[src/rtl/mul_seq_ctrl_if.sv]
// mul_seq_ctrl_if: request/operand/status bundle between the multiply sequencer and its user.
interface mul_seq_ctrl_if #(parameter int WIDTH = 16, parameter int CNT_W = 5);
  logic start;
  logic [WIDTH-1:0] md_in;
  logic [WIDTH-1:0] mr_in;
  logic busy;
  logic done;
  logic [2*WIDTH-1:0] product;
  logic mr_load;
  logic step_add;
  logic [CNT_W-1:0] step_cnt;
  logic mr_flag;
  modport master(output start, md_in, mr_in, input busy, done, product, mr_load, step_add, step_cnt, mr_flag);
  modport slave(input start, md_in, mr_in, output busy, done, product, mr_load, step_add, step_cnt, mr_flag);
endinterface

[src/rtl/mul_seq_ctrl.sv]
// mul_seq_ctrl: shift-add multiply sequencer, state on the falling clock edge.
// Define SIGNED_MUL_EN for radix-2 Booth (two's-complement) instead of unsigned shift-add.
module mul_seq_ctrl #(
  parameter int WIDTH = 16,
  parameter int CNT_W = 5
) (
  input logic clk,
  input logic rst,
  mul_seq_ctrl_if.slave bus
);
  typedef enum logic [1:0] {IDLE, LOAD, STEP, DONE} state_t;
  state_t state, state_nx;
  logic [WIDTH:0] acc, sum, acc_nx;
  logic [WIDTH-1:0] mr, md, mr_nx;
  logic [CNT_W-1:0] cnt;
  logic [2*WIDTH-1:0] prod;
  logic add;
`ifdef SIGNED_MUL_EN
  logic q1;
  logic [WIDTH:0] mde;
  always_comb begin
    mde = {md[WIDTH-1], md};
    add = mr[0] ^ q1;
    sum = ({mr[0], q1} == 2'b10) ? acc - mde : ({mr[0], q1} == 2'b01) ? acc + mde : acc;
    acc_nx = {sum[WIDTH], sum[WIDTH:1]};
    mr_nx = {sum[0], mr[WIDTH-1:1]};
  end
  always_ff @(negedge clk or posedge rst)
    if (rst) q1 <= 1'b0;
    else if (state == LOAD) q1 <= 1'b0;
    else if (state == STEP) q1 <= mr[0];
`else
  always_comb begin
    add = mr[0];
    sum = add ? acc + {1'b0, md} : acc;
    acc_nx = {1'b0, sum[WIDTH:1]};
    mr_nx = {sum[0], mr[WIDTH-1:1]};
  end
`endif
  always_ff @(negedge clk or posedge rst)
    if (rst) state <= IDLE;
    else state <= state_nx;
  always_comb
    state_nx = (state == IDLE) ? (bus.start ? LOAD : IDLE) :
               (state == LOAD) ? STEP :
               (state == STEP) ? ((cnt == CNT_W'(WIDTH-1)) ? DONE : STEP) : IDLE;
  always_comb begin
    bus.busy = state != IDLE;
    bus.done = state == DONE;
    bus.mr_load = state == LOAD;
    bus.step_add = (state == STEP) && add;
    bus.step_cnt = cnt;
    bus.mr_flag = ~mr[WIDTH-1];
    bus.product = prod;
  end
  always_ff @(negedge clk or posedge rst)
    if (rst) begin
      acc <= '0;
      mr <= '0;
      md <= '0;
      cnt <= '0;
      prod <= '0;
    end else if (state == LOAD) begin
      acc <= '0;
      mr <= bus.mr_in;
      md <= bus.md_in;
      cnt <= '0;
    end else if (state == STEP) begin
      acc <= acc_nx;
      mr <= mr_nx;
      cnt <= cnt + 1'b1;
      if (cnt == CNT_W'(WIDTH-1)) prod <= {acc_nx[WIDTH-1:0], mr_nx};
    end
endmodule
[src/flat_wrapper.sv]
// flat-port wrapper written by rule: the top's interface ports become plain ports
module mul_seq_ctrl_flat 
#(
  parameter int WIDTH = 16,
  parameter int CNT_W = 5
)
  (clk, rst, bus_start, bus_md_in, bus_mr_in, bus_busy, bus_done, bus_product, bus_mr_load, bus_step_add, bus_step_cnt, bus_mr_flag);
  mul_seq_ctrl_if #(.WIDTH(WIDTH), .CNT_W(CNT_W)) bus_i ();
  input logic clk;
  input logic rst;
  input wire logic [$bits(bus_i.start)-1:0] bus_start;
  input wire logic [$bits(bus_i.md_in)-1:0] bus_md_in;
  input wire logic [$bits(bus_i.mr_in)-1:0] bus_mr_in;
  output wire logic [$bits(bus_i.busy)-1:0] bus_busy;
  output wire logic [$bits(bus_i.done)-1:0] bus_done;
  output wire logic [$bits(bus_i.product)-1:0] bus_product;
  output wire logic [$bits(bus_i.mr_load)-1:0] bus_mr_load;
  output wire logic [$bits(bus_i.step_add)-1:0] bus_step_add;
  output wire logic [$bits(bus_i.step_cnt)-1:0] bus_step_cnt;
  output wire logic [$bits(bus_i.mr_flag)-1:0] bus_mr_flag;
  assign bus_i.start = bus_start;
  assign bus_i.md_in = bus_md_in;
  assign bus_i.mr_in = bus_mr_in;
  assign bus_busy = bus_i.busy;
  assign bus_done = bus_i.done;
  assign bus_product = bus_i.product;
  assign bus_mr_load = bus_i.mr_load;
  assign bus_step_add = bus_i.step_add;
  assign bus_step_cnt = bus_i.step_cnt;
  assign bus_mr_flag = bus_i.mr_flag;
  mul_seq_ctrl #(.WIDTH(WIDTH), .CNT_W(CNT_W)) u_core (.clk(clk), .rst(rst), .bus(bus_i));
endmodule
[config.mk]
export PLATFORM = sky130hd
export DESIGN_NAME = mul_seq_ctrl_flat
export DESIGN_NICKNAME = d
export VERILOG_FILES = /design/src/rtl/mul_seq_ctrl_if.sv /design/src/rtl/mul_seq_ctrl.sv /design/src/flat_wrapper.sv
export SDC_FILE = /design/constraint.sdc
export NUM_CORES = 1
export LEC_CHECK = 0
export CORE_UTILIZATION = 57
export DETAILED_ROUTE_END_ITERATION = 7
export GPL_ROUTABILITY_DRIVEN = 0
export PLACE_DENSITY = 0.86
export SETUP_SLACK_MARGIN = 0.3
export SYNTH_ARGS = -nofsm -noshare
export SYNTH_HDL_FRONTEND = slang
export SYNTH_SLANG_ARGS = --single-unit
[constraint.sdc]
create_clock -name clk -period 7.3 [get_ports clk]
set_input_delay 1.095 -clock clk [delete_from_list [all_inputs] [get_ports clk]]
set_output_delay 1.095 -clock clk [all_outputs]
set_load 0.02 [all_outputs]
==> results of run 1 <==
-- kinds of logic (layout without fill, tap and decap cells) --
| kind of cell | count (synthesis) | in the layout | synth area share [%] |
|---|---|---|---|
| xor+xnor | 11 | 11 | 2.16 |
| simple gates | 148 | 148 | 14.4 |
| fa+ha+maj | 23 | 23 | 6.63 |
| compound gates | 98 | 98 | 13.8 |
| mux | 47 | 47 | 11.0 |
| buf+inv | 36 | 106 | 3.09 |
| flops | 87 | 87 | 48.9 |
-- per-layer routing --
metal	vias up	share of wire, %	GRT usage [%]
li1	1695	-	-
met1	1735	44	32.6
met2	110	48	41.7
met3	18	5.4	5.13
met4	0	2.6	12.6
met5	-	0	0
-- sequential cells by signal (all words and copies together) (netlist names) --
signal / flops
u_core.mr: 16
u_core.state: 2
u_core.bus.product: 32
u_core.md: 16
u_core.acc: 16
u_core.bus.step_cnt: 5
-- cells in the final DEF (no fill, tap or decap), drive strengths merged, types with 2 or more instances in the layout --
master,synthesis,routed
o31ai,5,5
nand2,85,85
xor2,4,4
nand3,4,4
nand2b,7,7
xnor2,7,7
nand4,4,4
o21ai,25,25
dfrtn,87,87
a211oi,2,2
clkinvlp,0,2
a31oi,6,6
o2bb2ai,11,11
nor2,30,30
clkdlybuf4s50,0,76
mux2,17,17
a21oi,35,35
clkinv,0,2
clkbuf,22,11
nor3b,7,7
inv,9,9
buf,5,5
ha,22,22
or3,2,2
a21o,8,8
and3,4,4
mux2i,30,30
-- layout make-up --
type	instances	area share (%)
Clock buffer	11	2.75
Multi-Input combinational cell	327	38.9
Inverter	9	0.636
Tap cell	99	2.25
Timing Repair Buffer	81	14.7
Sequential cell	87	39.5
Clock inverter	5	1.18
-- per-stage QoR --
step	utilization (%)	std cells	cell area, um2	worst slack (ps)
finish	74.3	619	5510	804
global route	74.3	619	5510	759
CTS	74.3	619	5510	800
detailed placement	71.4	603	5290	1170
global placement	71.4	603	5290	1200
floorplan	-	450	4450	428
-- final timing paths --
check                                                        from                            endpoint  slack [ps]  cells after the start
worst max-delay path                    u_core.state[0]$_DFF_NP0_                        bus_step_add         800                      4
worst min-delay path            u_core.bus.product[4]$_DFFE_NP0P_   u_core.bus.product[4]$_DFFE_NP0P_         420                      2
worst max register to register          u_core.state[1]$_DFF_NP0_  u_core.bus.product[27]$_DFFE_NP0P_        4750                      7
worst min register to register  u_core.bus.product[4]$_DFFE_NP0P_   u_core.bus.product[4]$_DFFE_NP0P_         420                      2
max in group asynchronous                                     rst           u_core.md[11]$_DFFE_NP0P_        1900                      3
min in group asynchronous                                     rst  u_core.bus.product[14]$_DFFE_NP0P_        4680                      2
-- power groups by stage --
stage	Combinational (uW)	Clock, uW	Sequential (uW)
floorplan	1160	0	1000
global placement	1710	0	907
detailed placement	1770	0	918
CTS	1790	362	915
global route	1970	381	946
finish	1800	356	917
-- worst register-to-register path: stages, from the launching register on --
cell     delay [ps]
dfrtn_1         370
inv_1            90
ha_2            180
buf_4           490
or2_2           860
nor2_1          170
mux2i_1         190
nand2_1          60
==> results by group, run 1 <==
Global routing
  • Overflow after GRT: 0
  • Total GRT Usage: 25.6%
  • Initial antenna violation count: 0
  • Vias in the first global route: 3,555
  • Largest net degree at the start of global routing: 54
  • Wire length of the first global-routing pass: 16.6 mm

Yosys
  • Cell count after synthesis: 450
  • Main flop type after synthesis: dfrtn_1
  • Seq/Total Area, Yosys: 48.9%
  • Syn Area/Cell: 9.90 um2
  • Yosys Warn Count: 0
  • Netlist cell types: 40
  • Synth Cell Area: 0.00445 mm2
  • Top-area cell type share of the netlist area: 48.9%
  • Synth top area cells: dfrtn_1 (49%), nand2_1 (7.2%), mux2i_1 (6.7%)
  • FF+latch count, synth: 87
  • Asr flop ratio synth: 100%
  • Commonest cells in the netlist: dfrtn_1 (87), nand2_1 (85), a21oi_1 (34)
  • Post-synth EDFFs: 0
  • Top cell type by total area after synthesis: dfrtn_1
  • Top-count cell post-synth: dfrtn_1
  • Syn_nets: 508

Layout
  • Reg area: 0.00218 mm2
  • Area delta synth->final: 23.6%
  • Final #Nets: 573
  • Layout cell share with drive strength beyond 1: 8.65%
  • Fill count: 503
  • N_diodes: 0
  • Multi-input logic area: 0.00214 mm2

Critical path
  • WP data arrival: 5400 ps
  • Worst path required time: 6200 ps
  • Largest delay share family, worst path: buffers and inverters
  • Crit path buf inv count: 2
  • CP max-delay cell: clkdlybuf4s50_1
  • Worst Path Max Fanout: 3
  • Cell breakdown of the critical path: inv_1 > ha_1 > and2_1 > clkdlybuf4s50_1
  • Crit start category: flip-flop
  • Largest stage delay on the critical path: 530 ps
  • Endpoint type of the worst setup path: output port
  • Crit Path Class: flip-flop to output port

Floorplanning
  • Total die area: 0.00817 mm2
  • Die Wd: 90.4 um
  • Initial Utilization: 60.1%
  • Die Ht: 90.4 um
  • IO Pins: 77
  • Core area: 0.00741 mm2
  • FP Rows: 31

Detailed routing
  • Initial drt markers: 182
  • Routed Antenna Nets: 0
  • Post-Route WL: 9.91 mm
  • Wire length per cell: 16.0 um
  • DRC viols: 0
  • DRT Pass-1 Iters: 6
  • Vias per Instance: 5.75
  • Vias: 3,558

Clocking
  • CTS max path bufs: 2
  • PostCTS Resize Cnt: 0
  • Worst-Skew Late Latency: 340 ps
  • Clock transition at path regs: 60 ps
  • Root buffer cell: clkbuf_8
  • Cts hold-fix bufs: 0
  • H-Tree Depth: 3
  • Cts bufs inserted: 9
  • Setup repair bufs after CTS: 0
  • CTS tree: yes
  • Clock Sinks: 87

Power and ir drop
  • Peak supply drop: 293 uV
  • Int Power: 1700 uW
  • Pwr dens: 557 mW/mm2
  • Clock share of power: 11.6%
  • NetSw: 1360 uW
  • Power Total: 3070 uW
  • Leakage power figure: 0.00248 uW
  • Comb pwr share: 58.5%
  • Switching part of the total power: 44.5%
  • Sequential share of power: 29.9%

Run
  • Max-cap violation count: 0

Min path
  • HP Class: flip-flop to flip-flop

Placement
  • DPL Wire Length: 6.63 mm
  • Buffers on Ports: 76

STA
  • Slew @ Worst Pin: 941 ps
  • Fin. Hold Viols: 0
  • Final Max Tran Viols: 0
  • RSZ-0062 raised after global routing: false
  • Hold WS: 421 ps
  • Clk_skew: 5.86 ps
  • Rel. slew slack: 37.2%
  • Setup TNS: 0 ps
  • Setup violators final: 0

Outcome
  • Outcome: completed
Note: power is estimated with default switching activity, not from simulation.
==> inputs of run 2 (changes only) <==
Settings changed: CORE_ASPECT_RATIO set to 0.7, CORE_MARGIN set to 10.
==> run 2 against run 1 <==
Effect of this change: sequential cell count unchanged; die area increased by 44%; critical path depth unchanged; clock power decreased by 2%; worst hold slack about the same; total power decreased by 0.49%; worst setup slack got worse by 71 ps; global-route usage decreased by 7.7 points; routed wire length increased by 5.3%; non-clock buffer count unchanged.
==> results by group, run 2 (synthesis results as in run 1) <==
Run
  • Max-cap violation count: 0 (unchanged)

Critical path
  • Largest stage delay on the critical path: 540 ps (was 530 ps)
  • Worst Path Max Fanout: 3 (unchanged)
  • Cell breakdown of the critical path: inv_1 > ha_1 > and2_1 > clkdlybuf4s50_1 (unchanged)
  • Crit start category: flip-flop (unchanged)
  • Worst path required time: 6200 ps (about the same)
  • WP data arrival: 5470 ps (was 5400 ps)
  • CP max-delay cell: clkdlybuf4s50_1 (unchanged)
  • Crit Path Class: flip-flop to output port (unchanged)
  • Endpoint type of the worst setup path: output port (unchanged)

Detailed routing
  • Wire length per cell: 16.9 um (was 16.0 um)
  • Routed Antenna Nets: 0 (unchanged)
  • DRC viols: 0 (unchanged)
  • Vias per Instance: 5.62 (was 5.75)
  • Vias: 3,472 (was 3,558)
  • DRT Pass-1 Iters: 4 (was 6)
  • Post-Route WL: 10.4 mm (was 9.91 mm)
  • Initial drt markers: 353 (was 182)

Placement
  • DPL Wire Length: 7.32 mm (was 6.63 mm)
  • Placed cell area: 0.00529 mm2 (about the same)
  • Buffers on Ports: 76 (unchanged)

Min path
  • HP Class: flip-flop to flip-flop (unchanged)

Clocking
  • Setup repair bufs after CTS: 0 (unchanged)
  • PostCTS Resize Cnt: 0 (unchanged)
  • CTS max path bufs: 2 (unchanged)
  • Worst-Skew Late Latency: 340 ps (about the same)
  • Clock transition at path regs: 60 ps (about the same)
  • Clock Sinks: 87 (unchanged)
  • Root buffer cell: clkbuf_8 (unchanged)
  • Cts bufs inserted: 9 (unchanged)
  • H-Tree Depth: 3 (unchanged)
  • Cts hold-fix bufs: 0 (unchanged)
  • CTS tree: yes (unchanged)

Outcome
  • Outcome: completed (unchanged)

Floorplanning
  • Initial Utilization: 59.8% (was 60.1%)
  • Core area: 0.00745 mm2 (was 0.00741 mm2)
  • Total die area: 0.0118 mm2 (was 0.00817 mm2)
  • Die Ht: 94.0 um (was 90.4 um)
  • Die Wd: 126 um (was 90.4 um)
  • IO Pins: 77 (unchanged)
  • FP Rows: 26 (was 31)

Layout
  • Area delta synth->final: 23.3% (was 23.6%)
  • Multi-input logic area: 0.00214 mm2 (unchanged)
  • Largest register FFs: 32 (unchanged)
  • Fill count: 540 (was 503)
  • Reg area: 0.00218 mm2 (unchanged)
  • Final Cell Area: 0.00549 mm2 (was 0.00551 mm2)
  • Final #Nets: 573 (unchanged)
  • Layout cell share with drive strength beyond 1: 8.65% (unchanged)
  • N_diodes: 0 (unchanged)
  • Most common cell after layout, fill and taps aside: dfrtn_1 (unchanged)
  • Commonest cells after routing, fill and taps aside: dfrtn_1 (87), nand2_1 (85), clkdlybuf4s50_1 (76) (unchanged)

Global routing
  • Vias in the first global route: 3,549 (was 3,555)
  • Total GRT Usage: 17.9% (was 25.6%)
  • Initial antenna violation count: 0 (unchanged)
  • Largest net degree at the start of global routing: 54 (unchanged)
  • Overflow after GRT: 0 (unchanged)
  • Wire length of the first global-routing pass: 17.6 mm (was 16.6 mm)

STA
  • Slew @ Worst Pin: 971 ps (was 941 ps)
  • Clk_skew: 10.6 ps (was 5.86 ps)
  • Final Max Tran Viols: 0 (unchanged)
  • Setup TNS: 0 ps (unchanged)
  • Fin. Hold Viols: 0 (unchanged)
  • Rel. slew slack: 35.2% (was 37.2%)
  • Setup violators final: 0 (unchanged)
  • RSZ-0062 raised after global routing: false (unchanged)

Power and ir drop
  • Leakage power figure: 0.00247 uW (was 0.00248 uW)
  • Pwr dens: 556 mW/mm2 (was 557 mW/mm2)
  • Peak supply drop: 255 uV (was 293 uV)
==> run 2: worst paths after layout <==
check	slack [ps]	start	end	cells past startpoint
max	730	u_core.state[0]$_DFF_NP0_	bus_step_add	4
min	420	u_core.bus.product[1]$_DFFE_NP0P_	u_core.bus.product[1]$_DFFE_NP0P_	2
max reg2reg	4630	u_core.state[0]$_DFF_NP0_	u_core.bus.product[30]$_DFFE_NP0P_	6
min reg2reg	420	u_core.bus.product[1]$_DFFE_NP0P_	u_core.bus.product[1]$_DFFE_NP0P_	2
max in group asynchronous	1900	rst	u_core.acc[14]$_DFFE_NP0P_	3
min in group asynchronous	4680	rst	u_core.mr[10]$_DFFE_NP0P_	2
==> run 2: worst max-delay path: cells and delay by family, from the launching register on <==
family	cells	cell delay (ps)
fa+ha+maj	1	210
buf+inv	2	630
flops	1	470
simple gates	1	180
==> run 2: power by group <==
group / total (uW) / switching, uW / leakage [uW] / internal [uW]
sequential: 914 / 167 / 0.00102 / 747
clock: 349 / 181 / 0.0000989 / 169
combinational: 1790 / 1010 / 0.00136 / 778
==> run 2: layout make-up <==
type	instances	area share, %
Multi-Input combinational cell	327	39.0
Tap cell	98	2.23
Clock buffer	10	2.51
Sequential cell	87	39.6
Inverter	9	0.638
Timing Repair Buffer	81	14.8
Clock inverter	6	1.23
==> run 2: metal layers <==
| layer | up-vias | GRT usage, % | part of all wire, % |
|---|---|---|---|
| met4 | 0 | 5.35 | 1.2 |
| met3 | 15 | 5.13 | 6.4 |
| met5 | - | 0 | 0 |
| li1 | 1691 | - | - |
| met1 | 1669 | 22.8 | 46 |
| met2 | 97 | 28.9 | 47 |
==> run 2: through the flow <==
stage	total power (uW)	util [%]	std cells	hold WS [ps]	setup slack, ps
floorplan	2160	-	450	422	428
global route	3310	73.7	618	442	679
global placement	2620	71.0	602	420	1150
CTS	3060	73.7	618	425	740
detailed placement	2700	71.0	602	423	1110
finish	3050	73.7	618	420	733
==> inputs of run 3 (changes only) <==
Settings changed: CAP_MARGIN set to 0.
==> results of run 3 <==
No change in the layout: final DEF, timing and power equal those of run 2.
